==> config.mk <==
export PLATFORM = sky130hd
export DESIGN_NAME = uart_tx
export DESIGN_NICKNAME = d
export VERILOG_FILES = /design/src/rtl/uart_tx.sv
export SDC_FILE = /design/constraint.sdc
export NUM_CORES = 1
export LEC_CHECK = 0
export ABC_AREA = 1
export CORE_MARGIN = 2
export CORE_UTILIZATION = 40
export CTS_CLUSTER_DIAMETER = 30
export DETAILED_ROUTE_END_ITERATION = 10
export GPL_TIMING_DRIVEN = 0
export SLEW_MARGIN = 20
export SYNTH_ARGS = -nofsm -noshare
export SYNTH_HDL_FRONTEND = slang
export SYNTH_SLANG_ARGS = --single-unit
==> constraint.sdc <==
create_clock -name clk -period 5.6 [get_ports clk]
set_input_delay 1.12 -clock clk [delete_from_list [all_inputs] [get_ports clk]]
set_output_delay 1.12 -clock clk [all_outputs]
set_load 0.01 [all_outputs]
==> src/rtl/uart_tx.sv <==
// 8N1 UART transmitter fed by a small circular FIFO.
// The byte-side handshake (data/data_val/ready) mirrors the receiver's output so the two can be chained.
module uart_tx #(
    parameter int CLK_RATE   = 8125,
    parameter int BAUD_RATE  = 1200,
    parameter int FIFO_DEPTH = 4
) (
    input  logic       clk,
    input  logic       areset_n,
    input  logic [7:0] data,
    input  logic       data_val,
    output logic       ready,
    output logic       tx,
    output logic       busy
);

    localparam int CLKS_PER_BAUD = CLK_RATE / BAUD_RATE;
    localparam int PTR_W         = (FIFO_DEPTH > 1) ? $clog2(FIFO_DEPTH) : 1;
    localparam int CNT_W         = $clog2(FIFO_DEPTH + 1);
    localparam int BAUD_W        = (CLKS_PER_BAUD > 1) ? $clog2(CLKS_PER_BAUD) : 1;

    localparam logic [CNT_W-1:0]  FULL_CNT  = CNT_W'(FIFO_DEPTH);
    localparam logic [BAUD_W-1:0] BAUD_LAST = BAUD_W'(CLKS_PER_BAUD - 1);

    generate
        if (CLKS_PER_BAUD < 2) begin : g_bad_baud
            $error("uart_tx: CLK_RATE / BAUD_RATE must be at least 2");
        end
        if ((FIFO_DEPTH < 2) || ((FIFO_DEPTH & (FIFO_DEPTH - 1)) != 0)) begin : g_bad_depth
            $error("uart_tx: FIFO_DEPTH must be a power of two and at least 2");
        end
    endgenerate

    typedef enum logic [1:0] {
        S_IDLE,
        S_START,
        S_DATA,
        S_STOP
    } state_t;

    state_t              r_state;
    state_t              w_state_next;

    logic [7:0]          r_mem [FIFO_DEPTH];
    logic [PTR_W-1:0]    r_wr_ptr;
    logic [PTR_W-1:0]    r_rd_ptr;
    logic [CNT_W-1:0]    r_count;

    logic [7:0]          r_shift;
    logic [BAUD_W-1:0]   r_baud_cnt;
    logic [2:0]          r_bit_cnt;
    logic                r_tx;

    logic                w_push;
    logic                w_pop;
    logic                w_fifo_empty;
    logic                w_baud_end;
    logic                w_baud_restart;
    logic                w_shift_right;
    logic                w_bit_clr;
    logic                w_bit_inc;
    logic                w_tx_next;

    assign ready          = (r_count != FULL_CNT);
    assign busy           = (r_state != S_IDLE) || (r_count != '0);
    assign tx             = r_tx;

    assign w_fifo_empty   = (r_count == '0);
    assign w_push         = data_val && ready;
    assign w_baud_end     = (r_baud_cnt == BAUD_LAST);
    assign w_baud_restart = (r_state == S_IDLE) || w_baud_end;

    // Storage has no reset: entries are only ever read after being written.
    always_ff @(posedge clk) begin
        if (w_push) begin
            r_mem[r_wr_ptr] <= data;
        end
    end

    always_ff @(posedge clk or negedge areset_n) begin
        if (!areset_n) begin
            r_wr_ptr <= '0;
            r_rd_ptr <= '0;
            r_count  <= '0;
        end else begin
            if (w_push) begin
                r_wr_ptr <= r_wr_ptr + 1'b1;
            end
            if (w_pop) begin
                r_rd_ptr <= r_rd_ptr + 1'b1;
            end
            if (w_push && !w_pop) begin
                r_count <= r_count + 1'b1;
            end else if (w_pop && !w_push) begin
                r_count <= r_count - 1'b1;
            end
        end
    end

    always_ff @(posedge clk or negedge areset_n) begin
        if (!areset_n) begin
            r_state <= S_IDLE;
        end else begin
            r_state <= w_state_next;
        end
    end

    // A pop from STOP starts the next start bit on the same edge, so queued frames abut.
    always_comb begin
        w_state_next  = r_state;
        w_pop         = 1'b0;
        w_shift_right = 1'b0;
        w_bit_clr     = 1'b0;
        w_bit_inc     = 1'b0;
        w_tx_next     = r_tx;
        case (r_state)
            S_IDLE: begin
                w_tx_next = 1'b1;
                if (!w_fifo_empty) begin
                    w_pop        = 1'b1;
                    w_state_next = S_START;
                    w_tx_next    = 1'b0;
                end
            end
            S_START: begin
                if (w_baud_end) begin
                    w_state_next = S_DATA;
                    w_bit_clr    = 1'b1;
                    w_tx_next    = r_shift[0];
                end
            end
            S_DATA: begin
                if (w_baud_end) begin
                    if (r_bit_cnt == 3'd7) begin
                        w_state_next = S_STOP;
                        w_tx_next    = 1'b1;
                    end else begin
                        w_shift_right = 1'b1;
                        w_bit_inc     = 1'b1;
                        w_tx_next     = r_shift[1];
                    end
                end
            end
            S_STOP: begin
                if (w_baud_end) begin
                    if (!w_fifo_empty) begin
                        w_pop        = 1'b1;
                        w_state_next = S_START;
                        w_tx_next    = 1'b0;
                    end else begin
                        w_state_next = S_IDLE;
                        w_tx_next    = 1'b1;
                    end
                end
            end
            default: begin
                w_state_next = S_IDLE;
                w_tx_next    = 1'b1;
            end
        endcase
    end

    always_ff @(posedge clk or negedge areset_n) begin
        if (!areset_n) begin
            r_shift    <= '0;
            r_baud_cnt <= '0;
            r_bit_cnt  <= '0;
            r_tx       <= 1'b1;
        end else begin
            r_tx <= w_tx_next;
            if (w_pop) begin
                r_shift <= r_mem[r_rd_ptr];
            end else if (w_shift_right) begin
                r_shift <= {1'b0, r_shift[7:1]};
            end
            if (w_baud_restart) begin
                r_baud_cnt <= '0;
            end else begin
                r_baud_cnt <= r_baud_cnt + 1'b1;
            end
            if (w_bit_clr) begin
                r_bit_cnt <= '0;
            end else if (w_bit_inc) begin
                r_bit_cnt <= r_bit_cnt + 3'd1;
            end
        end
    end

endmodule

== Word level (Yosys, flattened, before mapping) ==
Memories as Yosys holds them, arrays and structs flattened.
Index checks and enable logic that the tools add are counted.
Word-level totals
  bits in writable memories: 32
  flip-flop bits (word level): 24
  memory bits (read-only): 0
  word-level logic and storage cells: 72
  bits in latches: 0
  memories kept: 1
  input port bits: 11
Operators by class
  divide/modulo/power cells: 0
  reductions and logical operators: 16
  multiply operators: 0
  bitwise logic cells: 0
  equality and inequality tests: 11
  mux-type cells: 30
  add/subtract/negate cells: 6
  order comparisons: 0
  shifts and indexed selects: 0
Memory list
  r_mem: depth 4, width 8, read ports 1, clocked after Yosys merged registers in 0, write ports 1, RTL line 44  | logic [7:0] r_mem [FIFO_DEPTH];
Operators with widths (count)
  8-bit 2-to-1 mux: 2
  1-bit 2-to-1 mux: 15
  3-bit 2-to-1 mux: 5
  2-bit 2-to-1 mux: 5
  2-bit inequality test (second input constant): 5
  3-bit by 1-bit adder with 3-bit output (second input constant): 3
  2-bit case mux with 4 select lines: 1
  2-bit nonzero test: 4
  3-bit equality test (second input constant): 2
  5-bit AND reduction: 1
  2-bit by 1-bit adder with 2-bit output (second input constant): 2
  2-bit equality test (second input constant): 2
  1-bit case mux with 4 select lines: 1
  1-bit logical AND: 3
  3-bit zero test: 1
  3-bit inequality test (second input constant): 1
  3-bit AND reduction: 1
  3-bit nonzero test: 1
  3-bit by 1-bit subtractor with 3-bit output (second input constant): 1
  2-bit by 1-bit equality test with 1-bit output (second input constant): 1
  1-bit zero test: 2
  2-bit zero test: 1
  1-bit logical OR: 2
  1-bit case mux with 2 select lines: 1

== Logic depth before layout (Yosys ltp) ==
  depth after elaboration: 7
  depth in mapped cells: 13

== Least setup slack after synthesis ==
No wires, ideal clock.
  kind: input -> register
  from: in data_val
  to: reg r_count[2]
  slack: 3338 ps
  path buffers: 0
  stages on the path: 9
  data required time: 5521 ps
  arrival: 2183 ps
  cells stage by stage: nand2_2 -> inv_1 -> ha_1 -> inv_1 -> fa_1 -> nor2_1 -> nor2_1 -> nand2_1 -> xor2_1
On the way
  cells in the longest elaborated chain, start to end: 4
Ends and longest elaborated chain
  start: declaration: RTL line 11  | input logic data_val,
  1-bit logical AND *: RTL line 69  | assign w_push = data_val && ready;
  1-bit zero test: RTL line 94  | end else if (w_pop && !w_push) begin
  1-bit logical AND: RTL line 94
  2-bit nonzero test (no source line)
  end signal: assignment: RTL line 93  | r_count <= r_count + 1'b1;
  end signal: assignment: RTL line 95  | r_count <= r_count - 1'b1;
  end: declaration: RTL line 47  | logic [CNT_W-1:0] r_count;
Mark *: on every way between the ends. The rest lies on a longest branch, timed or not.
A chain may end at the register's enable or synchronous reset.

== Final worst setup path ==
  from: reg r_state[0]
  to: out busy
On the way
  cells in the longest elaborated chain, start to end: 2
Ends and longest elaborated chain
  start: declaration: RTL line 41  | state_t r_state;
  start signal: assignment: RTL line 104  | r_state <= w_state_next;
  2-bit nonzero test: RTL line 65  | assign busy = (r_state != S_IDLE) || (r_count != '0);
  1-bit logical OR: RTL line 65
  end: declaration: RTL line 14  | output logic busy
Every way passes these cells.

==> summary.txt <==
Status
  – Outcome: finished clean

Finish
  – Filler cells: ~610
  – Final net count: around 320
  – Area of the multi-input gates: 933.4 sq um
  – Area growth syn-to-layout: 11.74%
  – Register area: approximately 1600 sq um
  – Diodes inserted: 0
  – Share of cells above drive strength 1: 0.1065
  – Non-Filler Instances: 368

Pwr
  – Power share of the clock group: 0.248
  – Leak pwr: between 1 and 1.5 nW
  – Internal power: ~0.00065 W
  – Sequential share of power: 0.577
  – Sw frac: 0.2900
  – Power Density: 307.4 nW/um^2
  – Max VDD drop: roughly 0.15 mV
  – Logic pwr share: 0.175
  – Switching power: 0.0002674 W

Placed design
  – Post-Place Cells: 360
  – GPL Wtd Cong: between 0.7 and 0.8
  – PortBufs: 13
  – Final HPWL DP: between 3000 and 4000 um

STA
  – Fmax: 348.8 MHz
  – Final min period: 2.867 ns
  – RSZ-0062 raised after global routing: no
  – Slew margin rel.: 0.4435
  – Clock Skew: 0.004216 ns
  – Slew Viols, Final: 0
  – Setup TNS: 0 ns
  – Setup violators final: 0
  – Tcrit/Tclk final: 0.5120
  – Hold Fails Final Rpt: 0
  – Worst-margin pin slew: 0.8317 ns

Drt
  – Vias: roughly 1800
  – Post-DR vias/cell: ~4.8
  – WL per Instance: 12.60 um
  – DRT Pass-1 Iters: 4
  – DRT antenna net count: 0
  – Total Wirelength: 4636 um
  – DRT iter0 DRCs: 112
  – # DRC: 0

Worst setup path
  – Reg2reg end: r_count[1]
  – CP Data Arrival Time: 1.75 ns
  – R2R Setup Slk: 3.33 ns
  – WP data required: about 4.5 ns
  – Crit path from: r_state[0]
  – Worst setup path class: flop to output port
  – CP Max Fanout: 5
  – Reg2reg start: r_state[0]
  – CP Launch Type: flop
  – CP endpoint: busy
  – Crit path capture type: output port
  – Reg2reg path depth: 10

Floorplanning
  – Starting density of the core: 0.4181
  – Die Ht: 85.93 um
  – Cell Rows: 29
  – Area of the core: about 6400 sq um
  – Io pins: 14
  – Die Area: 7384 sq um
  – Die Wd: around 86 um

Logic synthesis
  – Main flop type after synthesis: edfxtp_1
  – Leading cell type by number of instances after synthesis: nand2_1
  – Post-synth EDFFs: 32
  – Post-synth top cells: nand2_1 (71), nand3_1 (35), edfxtp_1 (32)
  – Mapped Cells: 270
  – Async SR Flop Fraction: 0.4286
  – Synthesized area per cell: a little under 10 sq um
  – Synth top area cells: edfxtp_1 (36%), dfrtp_1 (21%), nand2_1 (9.9%), ha_1 (6.5%), nand3_1 (6.5%)
  – Post-synth top area cell: edfxtp_1
  – Warnings from Yosys: 0
  – Synthesized area: 2685 sq um
  – Synth top area share: 0.3579
  – Synth cell types: 27
  – Synthesized flop and latch total: 56
  – Sequential share of the synthesized area: 0.5820
  – Synth Net Count: 296

Clock tree
  – Clock-pin slew on the worst setup and hold paths: 0.10 ns
  – CTS tree: yes
  – CTS Sinks: 56
  – Hold-fix buffers, CTS: 0
  – Setup Fix Bufs, Post-CTS: 0
  – PostCTS Resize Cnt: 0
  – Clock H-tree levels: 2
  – Total CTS buffers: 5
  – CTS Root Buffer Type: clkbuf_8
  – Longest Clk Path Bufs: 2
  – Clk Latency, worst-skew pair: 0.30 ns

Global routing
  – Grt ovf: 0
  – Antenna violations before repair: 0
  – Vias in the first global route: 1680
  – Gr usage total: 0.1357
  – Largest net degree at the start of global routing: 25
  – First-pass GRT wire length: just under 8000 um

Hold path
  – Worst hold path class: flop to flop

Flow run
  – Max cap viols: 0
-- sequential cells by signal, summed over array words and instances, names as in the netlist --
| register | flops |
|---|---|
| r_mem | 32 |
| r_wr_ptr | 2 |
| r_shift | 8 |
| r_count | 3 |
| r_state | 2 |
| r_rd_ptr | 2 |
| r_bit_cnt | 3 |
| r_baud_cnt | 3 |
| tx | 1 |
-- final cells by class --
cell class	count	area share
Timing Repair Buffer	13	0.04170
Multi-Input combinational cell	173	0.3111
Sequential cell	56	0.5209
Inverter	35	0.04379
Tap cell	77	0.03211
Buffer	6	0.01918
Clock buffer	5	0.02294
Clock inverter	3	0.008340
-- cell usage in the layout (no fill, tap or decap), types with 2 or more instances in the layout --
| cell type | synthesis | final |
|---|---|---|
| nand2_1 | 71 | 71 |
| xor2_1 | 2 | 2 |
| or2_1 | 3 | 3 |
| xnor2_1 | 2 | 2 |
| nand2_2 | 4 | 4 |
| a21oi_1 | 2 | 2 |
| o21ai_1 | 3 | 3 |
| dfrtp_1 | 23 | 23 |
| inv_6 | 0 | 2 |
| o21ai_0 | 7 | 7 |
| nor2_1 | 19 | 19 |
| edfxtp_1 | 32 | 32 |
| buf_6 | 4 | 4 |
| or2_2 | 3 | 3 |
| inv_2 | 4 | 4 |
| nand4_1 | 2 | 2 |
| inv_1 | 31 | 31 |
| clkbuf_8 | 0 | 5 |
| nand3_1 | 35 | 35 |
| clkdlybuf4s50_1 | 0 | 12 |
| buf_2 | 1 | 2 |
| ha_1 | 14 | 14 |
-- worst min-delay path by stage --
stage	start	endpoint	slack, ns	depth (start not counted)
final	r_baud_cnt[0]	r_baud_cnt[0]	0.47	1
after global routing	r_baud_cnt[0]	r_baud_cnt[0]	0.52	1
after CTS	r_baud_cnt[0]	r_baud_cnt[0]	0.49	1
after detailed placement	r_baud_cnt[0]	r_baud_cnt[0]	0.47	1
after global placement	r_baud_cnt[0]	r_baud_cnt[0]	0.45	1
after floorplan	r_baud_cnt[0]	r_baud_cnt[0]	0.44	1
-- worst max-delay path: stages, from the launching register on --
cell	delay [ns]
dfrtp_1	0.44
inv_1	0.11
ha_1	0.22
nand4_1	0.12
clkdlybuf4s50_1	0.55
-- power groups by stage --
| stage | sequential (W) | clock, W | combinational (W) |
|---|---|---|---|
| CTS | 0.000533 | 0.000237 | 0.000166 |
| detailed placement | 0.000541 | 0 | 0.000165 |
| finish | 0.000532 | 0.000229 | 0.000161 |
| floorplan | 0.000534 | 0 | 0.000115 |
| global route | 0.000539 | 0.000255 | 0.000186 |
| global placement | 0.000540 | 0 | 0.000160 |
-- routing by layer --
metal	global-route usage	vias to the layer above	wire, um
met4	0.03463	0	43
met1	0.1755	828	2204
met3	0.02599	4	112
li1	-	912	-
met5	0	-	0
met2	0.2340	27	2276
-- per-stage QoR --
stage	hold WS, ns	instance area [sq um]	power [W]	util	setup slack [ns]
6_report	0.4738	3000	0.0009222	0.4672	2.733
5_1_grt	0.5175	3000	0.0009803	0.4672	2.635
4_1_cts	0.4850	3000	0.0009354	0.4672	2.708
3_5_place_dp	0.4702	2907	0.0007060	0.4526	2.742
3_3_place_gp	0.4547	2912	0.0006998	0.4533	2.780
2_1_floorplan	0.4368	2685	0.0006491	-	3.338
-- kinds of logic after synthesis --
family          count (synthesis)  synth area share
fa+ha+maj                      15           0.07269
compound gates                 13           0.02563
simple gates                  141            0.2363
flops                          56            0.5820
xor+xnor                        4           0.01305
buf+inv                        41           0.07036
Note: power is estimated with default switching activity, not from simulation.
